==> config.mk <==
export PLATFORM = sky130hd
export DESIGN_NAME = pix_interp_pipe
export DESIGN_NICKNAME = d
export VERILOG_FILES = /design/src/rtl/pix_interp_pkg.sv /design/src/rtl/interp_lane.sv /design/src/rtl/pix_interp_pipe.sv
export SDC_FILE = /design/constraint.sdc
export NUM_CORES = 1
export LEC_CHECK = 0
export ABC_CLOCK_PERIOD_IN_PS = 5700
export BUFFER_PORTS_ARGS = -buffer_cell sky130_fd_sc_hd__buf_2
export CORE_MARGIN = 2
export CORE_UTILIZATION = 50
export DETAILED_ROUTE_END_ITERATION = 10
export HOLD_SLACK_MARGIN = 0.12
export PLACE_DENSITY = 0.76
export SLEW_MARGIN = 20
export SYNTH_ARGS = -nofsm -noshare
export SYNTH_HDL_FRONTEND = slang
export SYNTH_SLANG_ARGS = --single-unit
==> constraint.sdc <==
create_clock -name clk -period 5.7 [get_ports clk]
set_clock_uncertainty 0.2 [all_clocks]
set_input_delay 1.14 -clock clk [delete_from_list [all_inputs] [get_ports clk]]
set_output_delay 1.14 -clock clk [all_outputs]
set_load 0.01 [all_outputs]
==> src/rtl/pix_interp_pkg.sv <==
// Shared sizing helpers for the sub-pixel interpolator pipeline.
package pix_interp_pkg;

  function automatic int taps_f(input int sel_w);
    return (1 << sel_w) + 1;
  endfunction

  function automatic int wgt_one_f(input int sub_w);
    return 1 << sub_w;
  endfunction

  function automatic int half_f(input int sub_w);
    return 1 << (sub_w - 1);
  endfunction

  // Products and their sum share this width; a*(ONE-f)+b*f+HALF never overflows it.
  function automatic int sum_w_f(input int data_w, input int sub_w);
    return data_w + sub_w + 1;
  endfunction

endpackage

==> src/rtl/interp_lane.sv <==
// One channel: tap-pair select, weighted multiply, then round/shift/clamp.
// All three stages advance together on en.
module interp_lane
  import pix_interp_pkg::*;
#(
  parameter int DATA_W = 8,
  parameter int SEL_W  = 1,
  parameter int SUB_W  = 5,
  parameter int ROUND  = 1
) (
  input  logic                                 clk,
  input  logic                                 rst,
  input  logic                                 en,
  input  logic [taps_f(SEL_W)*DATA_W-1:0]      i_taps,
  input  logic [SEL_W+SUB_W-1:0]               i_pos,
  output logic [DATA_W-1:0]                    o_data
);
  localparam int TAPS    = taps_f(SEL_W);
  localparam int SUM_W   = sum_w_f(DATA_W, SUB_W);
  localparam int WGT_ONE = wgt_one_f(SUB_W);
  localparam int RND     = (ROUND != 0) ? half_f(SUB_W) : 0;
  localparam int IDX_W   = SEL_W + 1;

  logic [DATA_W-1:0] w_tap [TAPS];
  logic [IDX_W-1:0]  w_idx;
  logic [SUB_W:0]    w_wa;
  logic [SUM_W-1:0]  w_sum;
  logic [SUM_W-1:0]  w_shr;
  logic [DATA_W-1:0] w_res;

  logic [DATA_W-1:0] r_a, r_b;
  logic [SUB_W-1:0]  r_frac;
  logic [SUM_W-1:0]  r_pa, r_pb;
  logic [DATA_W-1:0] r_res;

  always_comb begin
    for (int t = 0; t < TAPS; t++) begin
      w_tap[t] = i_taps[t*DATA_W +: DATA_W];
    end
  end

  generate
    if (SEL_W > 0) begin : g_idx
      assign w_idx = {1'b0, i_pos[SUB_W +: SEL_W]};
    end else begin : g_noidx
      assign w_idx = '0;
    end
  endgenerate

  assign w_wa  = (SUB_W+1)'(WGT_ONE) - {1'b0, r_frac};
  assign w_sum = r_pa + r_pb + SUM_W'(RND);
  assign w_shr = w_sum >> SUB_W;

  // Saturate if anything survives above the data width.
  always_comb begin
    if (|w_shr[SUM_W-1:DATA_W]) begin
      w_res = '1;
    end else begin
      w_res = w_shr[DATA_W-1:0];
    end
  end

  always_ff @(posedge clk) begin
    if (en) begin
      r_a    <= w_tap[w_idx];
      r_b    <= w_tap[w_idx + 1'b1];
      r_frac <= i_pos[SUB_W-1:0];
      r_pa   <= SUM_W'(r_a) * SUM_W'(w_wa);
      r_pb   <= SUM_W'(r_b) * SUM_W'(r_frac);
    end
  end

  always_ff @(posedge clk) begin
    if (rst) begin
      r_res <= '0;
    end else if (en) begin
      r_res <= w_res;
    end
  end

  assign o_data = r_res;

endmodule

==> src/rtl/pix_interp_pipe.sv <==
// Three-stage multi-channel sub-pixel interpolator with valid/ready back-pressure.
// Owns the valid/last pipes, the global advance and the delivered-beat counter.
module pix_interp_pipe
  import pix_interp_pkg::*;
#(
  parameter int DATA_W = 8,
  parameter int SEL_W  = 1,
  parameter int SUB_W  = 5,
  parameter int CH     = 1,
  parameter int ROUND  = 1
) (
  input  logic                                 clk,
  input  logic                                 rst,
  input  logic                                 in_valid,
  output logic                                 in_ready,
  input  logic [CH*taps_f(SEL_W)*DATA_W-1:0]   in_data,
  input  logic [SEL_W+SUB_W-1:0]               in_pos,
  input  logic                                 in_last,
  output logic                                 out_valid,
  input  logic                                 out_ready,
  output logic [CH*DATA_W-1:0]                 out_data,
  output logic                                 out_last,
  output logic [15:0]                          out_count
);
  localparam int TAPS = taps_f(SEL_W);

  logic w_adv;
  logic w_xfer;
  logic r_v1, r_v2, r_v3;
  logic r_l1, r_l2, r_l3;
  logic [15:0] r_count;

  // Whole pipe moves as one; bubbles are kept rather than squeezed out.
  assign w_adv    = !r_v3 || out_ready;
  assign w_xfer   = r_v3 && out_ready;
  assign in_ready = w_adv;

  generate
    for (genvar c = 0; c < CH; c++) begin : g_lane
      interp_lane #(
        .DATA_W (DATA_W),
        .SEL_W  (SEL_W),
        .SUB_W  (SUB_W),
        .ROUND  (ROUND)
      ) u_lane (
        .clk    (clk),
        .rst    (rst),
        .en     (w_adv),
        .i_taps (in_data[c*TAPS*DATA_W +: TAPS*DATA_W]),
        .i_pos  (in_pos),
        .o_data (out_data[c*DATA_W +: DATA_W])
      );
    end
  endgenerate

  always_ff @(posedge clk) begin
    if (rst) begin
      r_v1    <= 1'b0;
      r_v2    <= 1'b0;
      r_v3    <= 1'b0;
      r_l1    <= 1'b0;
      r_l2    <= 1'b0;
      r_l3    <= 1'b0;
      r_count <= 16'd0;
    end else begin
      if (w_adv) begin
        r_v1 <= in_valid;
        r_v2 <= r_v1;
        r_v3 <= r_v2;
        r_l1 <= in_last;
        r_l2 <= r_l1;
        r_l3 <= r_l2;
      end
      if (w_xfer) begin
        r_count <= r_count + 16'd1;
      end
    end
  end

  assign out_valid = r_v3;
  assign out_last  = r_l3;
  assign out_count = r_count;

endmodule

==> reports/qor.txt <==
Power Density: 413 mW/mm^2
Port-buffer cells: 61
# H-tree levels: 3
Slew headroom: 47.8%
RSZ-0062 raised after global routing: false
Syn Area/Cell: 10.3 um^2
post-CTS setup buffers: 0
DIE AREA: 0.0129 mm^2
Post-synth top flop: edfxtp_1
Detail Route Antenna Nets: 0
Post-DP HPWL: 8.71 mm
worst hold path type: reg -> reg
Cell Rows: 40
commonest non-fill, non-tap cell in the layout: inv_1
CTS tree: done
Setup-failing EPs final: 0
Clk pwr share: 21.4%
Slew @ Worst Pin: 0.782 ns
period utilisation layout: 92.4%
fin. max-slew vios: 0
Switching Power: 1.01 mW
first-pass GRT wire length: 19.5 mm
CTS root buffer: clkbuf_16
initial drt markers: 211
Core Area: 0.0119 mm^2
die width: 114 um
area delta synth->final: 13.2%
Sum Neg Setup Slack: 0 ns
Setup crit start kind: flip-flop
Vias/cell: 5.22
synth warn: 0
FFs w/ async S/R, synth: 0%
critical path arrival: 5.25 ns
Max Fclk: 190 MHz
outcome: finished, final reports clean
fin crit period: 5.27 ns
switching fraction of total power: 36.0%
Yosys reg bits: 78
EDFF count, synth: 48
Comb power frac: 49.2%
syn_nets: 733
Clock Latency Late Sink: 0.34 ns
Flop pwr share: 29.4%
largest fanout on the critical path: 10
WS Path Type: reg -> reg
max_cap viols: 0
DRC: 0
Ports: 62
TritonRoute pass-1 iters: 4
Cell Int Power: 1.80 mW
Placer Congestion: 0.860
maximum clock insertion buffer count: 2
CTS buffer count: 9
Clk pin slew, worst setup/hold paths: 0.06 ns
distinct cell type count after synthesis: 43
DP Worst Slack: 0.441 ns
antenna diode count: 0
share of cells above drive strength 1: 15.7%
gr ovfl total: 0
Syn Inst Count: 587
final worst slack: 0.431 ns
final core occ: 57.5%
leakage: 3.25 nW
Peak VDD IR: 0.171 mV
most frequent cells in the layout: inv_1 (79), ha_1 (68), buf_2 (61), and2_1 (55), nand2_1 (54)
# resized after CTS: 0
largest net degree at the start of global routing: 69
Clock Sinks: 78
Initial Util: 50.8%
Fin. Hold Viols: 0
CP Capture Type: flip-flop
routed wire length: 11.3 mm
vias in the first global route: 4294
DR WL/cell: 14.1 um
initial antenna violation count: 0
total track usage: 19.1%
total number of vias: 4189
Layout Nets: 796
post-synthesis sequential area ratio: 33.9%
height of the die: 114 um
Worst Path Required: 5.68 ns
Hold Buf Count CTS: 0
post-synthesis cell area: 0.00602 mm^2
==> worst max-delay path, stage by stage (launching register included) <==
cell and delay (ns):
edfxtp_1 0.51, inv_1 0.08, ha_1 0.22, nand2_1 0.08, xor2_1 0.41, nand2_1 0.15
fa_1 0.51, fa_1 0.52, fa_1 0.55, inv_1 0.04, ha_1 0.32, a21o_1 0.19
a21oi_1 0.23, nor2b_1 0.08, o21a_1 0.19, o41ai_1 0.53, nand4b_1 0.18, o211ai_1 0.13
==> stage by stage <==
| step | instance area (um^2) | hold WS [ns] | cells | total power, mW |
|---|---|---|---|---|
| 2_1_floorplan | 6020 | 0.232 | 587 | 1.91 |
| 3_3_place_gp | 6490 | 0.239 | 786 | 2.15 |
| 3_5_place_dp | 6490 | 0.251 | 786 | 2.21 |
| 4_1_cts | 6820 | 0.261 | 802 | 2.84 |
| 5_1_grt | 6820 | 0.272 | 802 | 3.06 |
| 6_report | 6820 | 0.257 | 802 | 2.82 |
==> power groups by stage <==
stage	clock (mW)	sequential (mW)	combinational (mW)
after CTS	0.618	0.829	1.40
after global placement	0	0.835	1.32
after global routing	0.639	0.842	1.58
final	0.602	0.828	1.39
after detailed placement	0	0.840	1.37
after floorplan	0	0.830	1.08
==> final cells by class <==
class	count	area [um^2]
fillers	981	5040
multi-input cells	416	3630
flip-flops and latches	78	2040
repair buffers	65	335
clock buffers	14	309
inverters	80	300
well taps	147	184
clock inverters	2	17.5
==> routing by layer <==
metal / global-route usage, % / part of all wire [%] / vias up / routed length (um)
met5: 0 / 0 / - / 0
met4: 6.99 / 1.5 / 0 / 172
met3: 5.05 / 5.4 / 15 / 607
met2: 33.1 / 49 / 124 / 5490
li1: - / - / 2080 / -
met1: 22.9 / 44 / 1970 / 5010
==> logic make-up (layout without fill, tap and decap cells) <==
| kind of cell | after synthesis | count (layout) | synth area share, % |
|---|---|---|---|
| AOI/OAI and AO/OA | 61 | 61 | 6.88 |
| xor gates and xnor gates | 41 | 41 | 6.27 |
| adders and majority gates | 111 | 111 | 28.4 |
| buffers and inverters | 93 | 161 | 5.80 |
| DFF | 78 | 78 | 33.9 |
| muxes | 17 | 17 | 3.16 |
| and+or+nand+nor | 186 | 186 | 15.6 |
==> sequential cells by signal (all words and copies together) (netlist names), 5 cells and up <==
signal / flops
g_lane.u_lane.r_pb: 13
g_lane.u_lane.o_data: 8
out_count: 16
g_lane.u_lane.r_frac: 5
g_lane.u_lane.r_pa: 14
g_lane.u_lane.r_a: 8
g_lane.u_lane.r_b: 8
==> worst paths after layout <==
path | startpoint | to | slack, ns | cells past startpoint
worst min register to register | out_last | out_last | 0.26 | 2
worst max register to register | g_lane[0].u_lane.r_frac[1] | g_lane[0].u_lane.r_pa[13] | 0.43 | 17
worst min-delay path | out_last | out_last | 0.26 | 2
worst max-delay path | g_lane[0].u_lane.r_frac[1] | g_lane[0].u_lane.r_pa[13] | 0.43 | 17
==> synthesized netlist by cell type, types with 5 or more instances <==
cell type | number | area [um^2]
edfxtp_1 | 48 | 1440
xor2_1 | 14 | 123
or3_1 | 5 | 31.3
nand3_1 | 11 | 55.1
fa_1 | 43 | 861
nor2b_1 | 5 | 31.3
ha_1 | 68 | 851
nor2_1 | 34 | 128
inv_1 | 80 | 300
o21ai_0 | 5 | 25.0
a21oi_1 | 25 | 125
clkbuf_1 | 13 | 48.8
mux2_2 | 16 | 180
a311oi_1 | 8 | 70.1
xnor2_1 | 26 | 228
and2_1 | 55 | 344
nand2_1 | 54 | 203
nor3_1 | 5 | 25.0
a21o_1 | 5 | 37.5
dfxtp_1 | 30 | 601
Note: power is estimated with default switching activity, not from simulation.
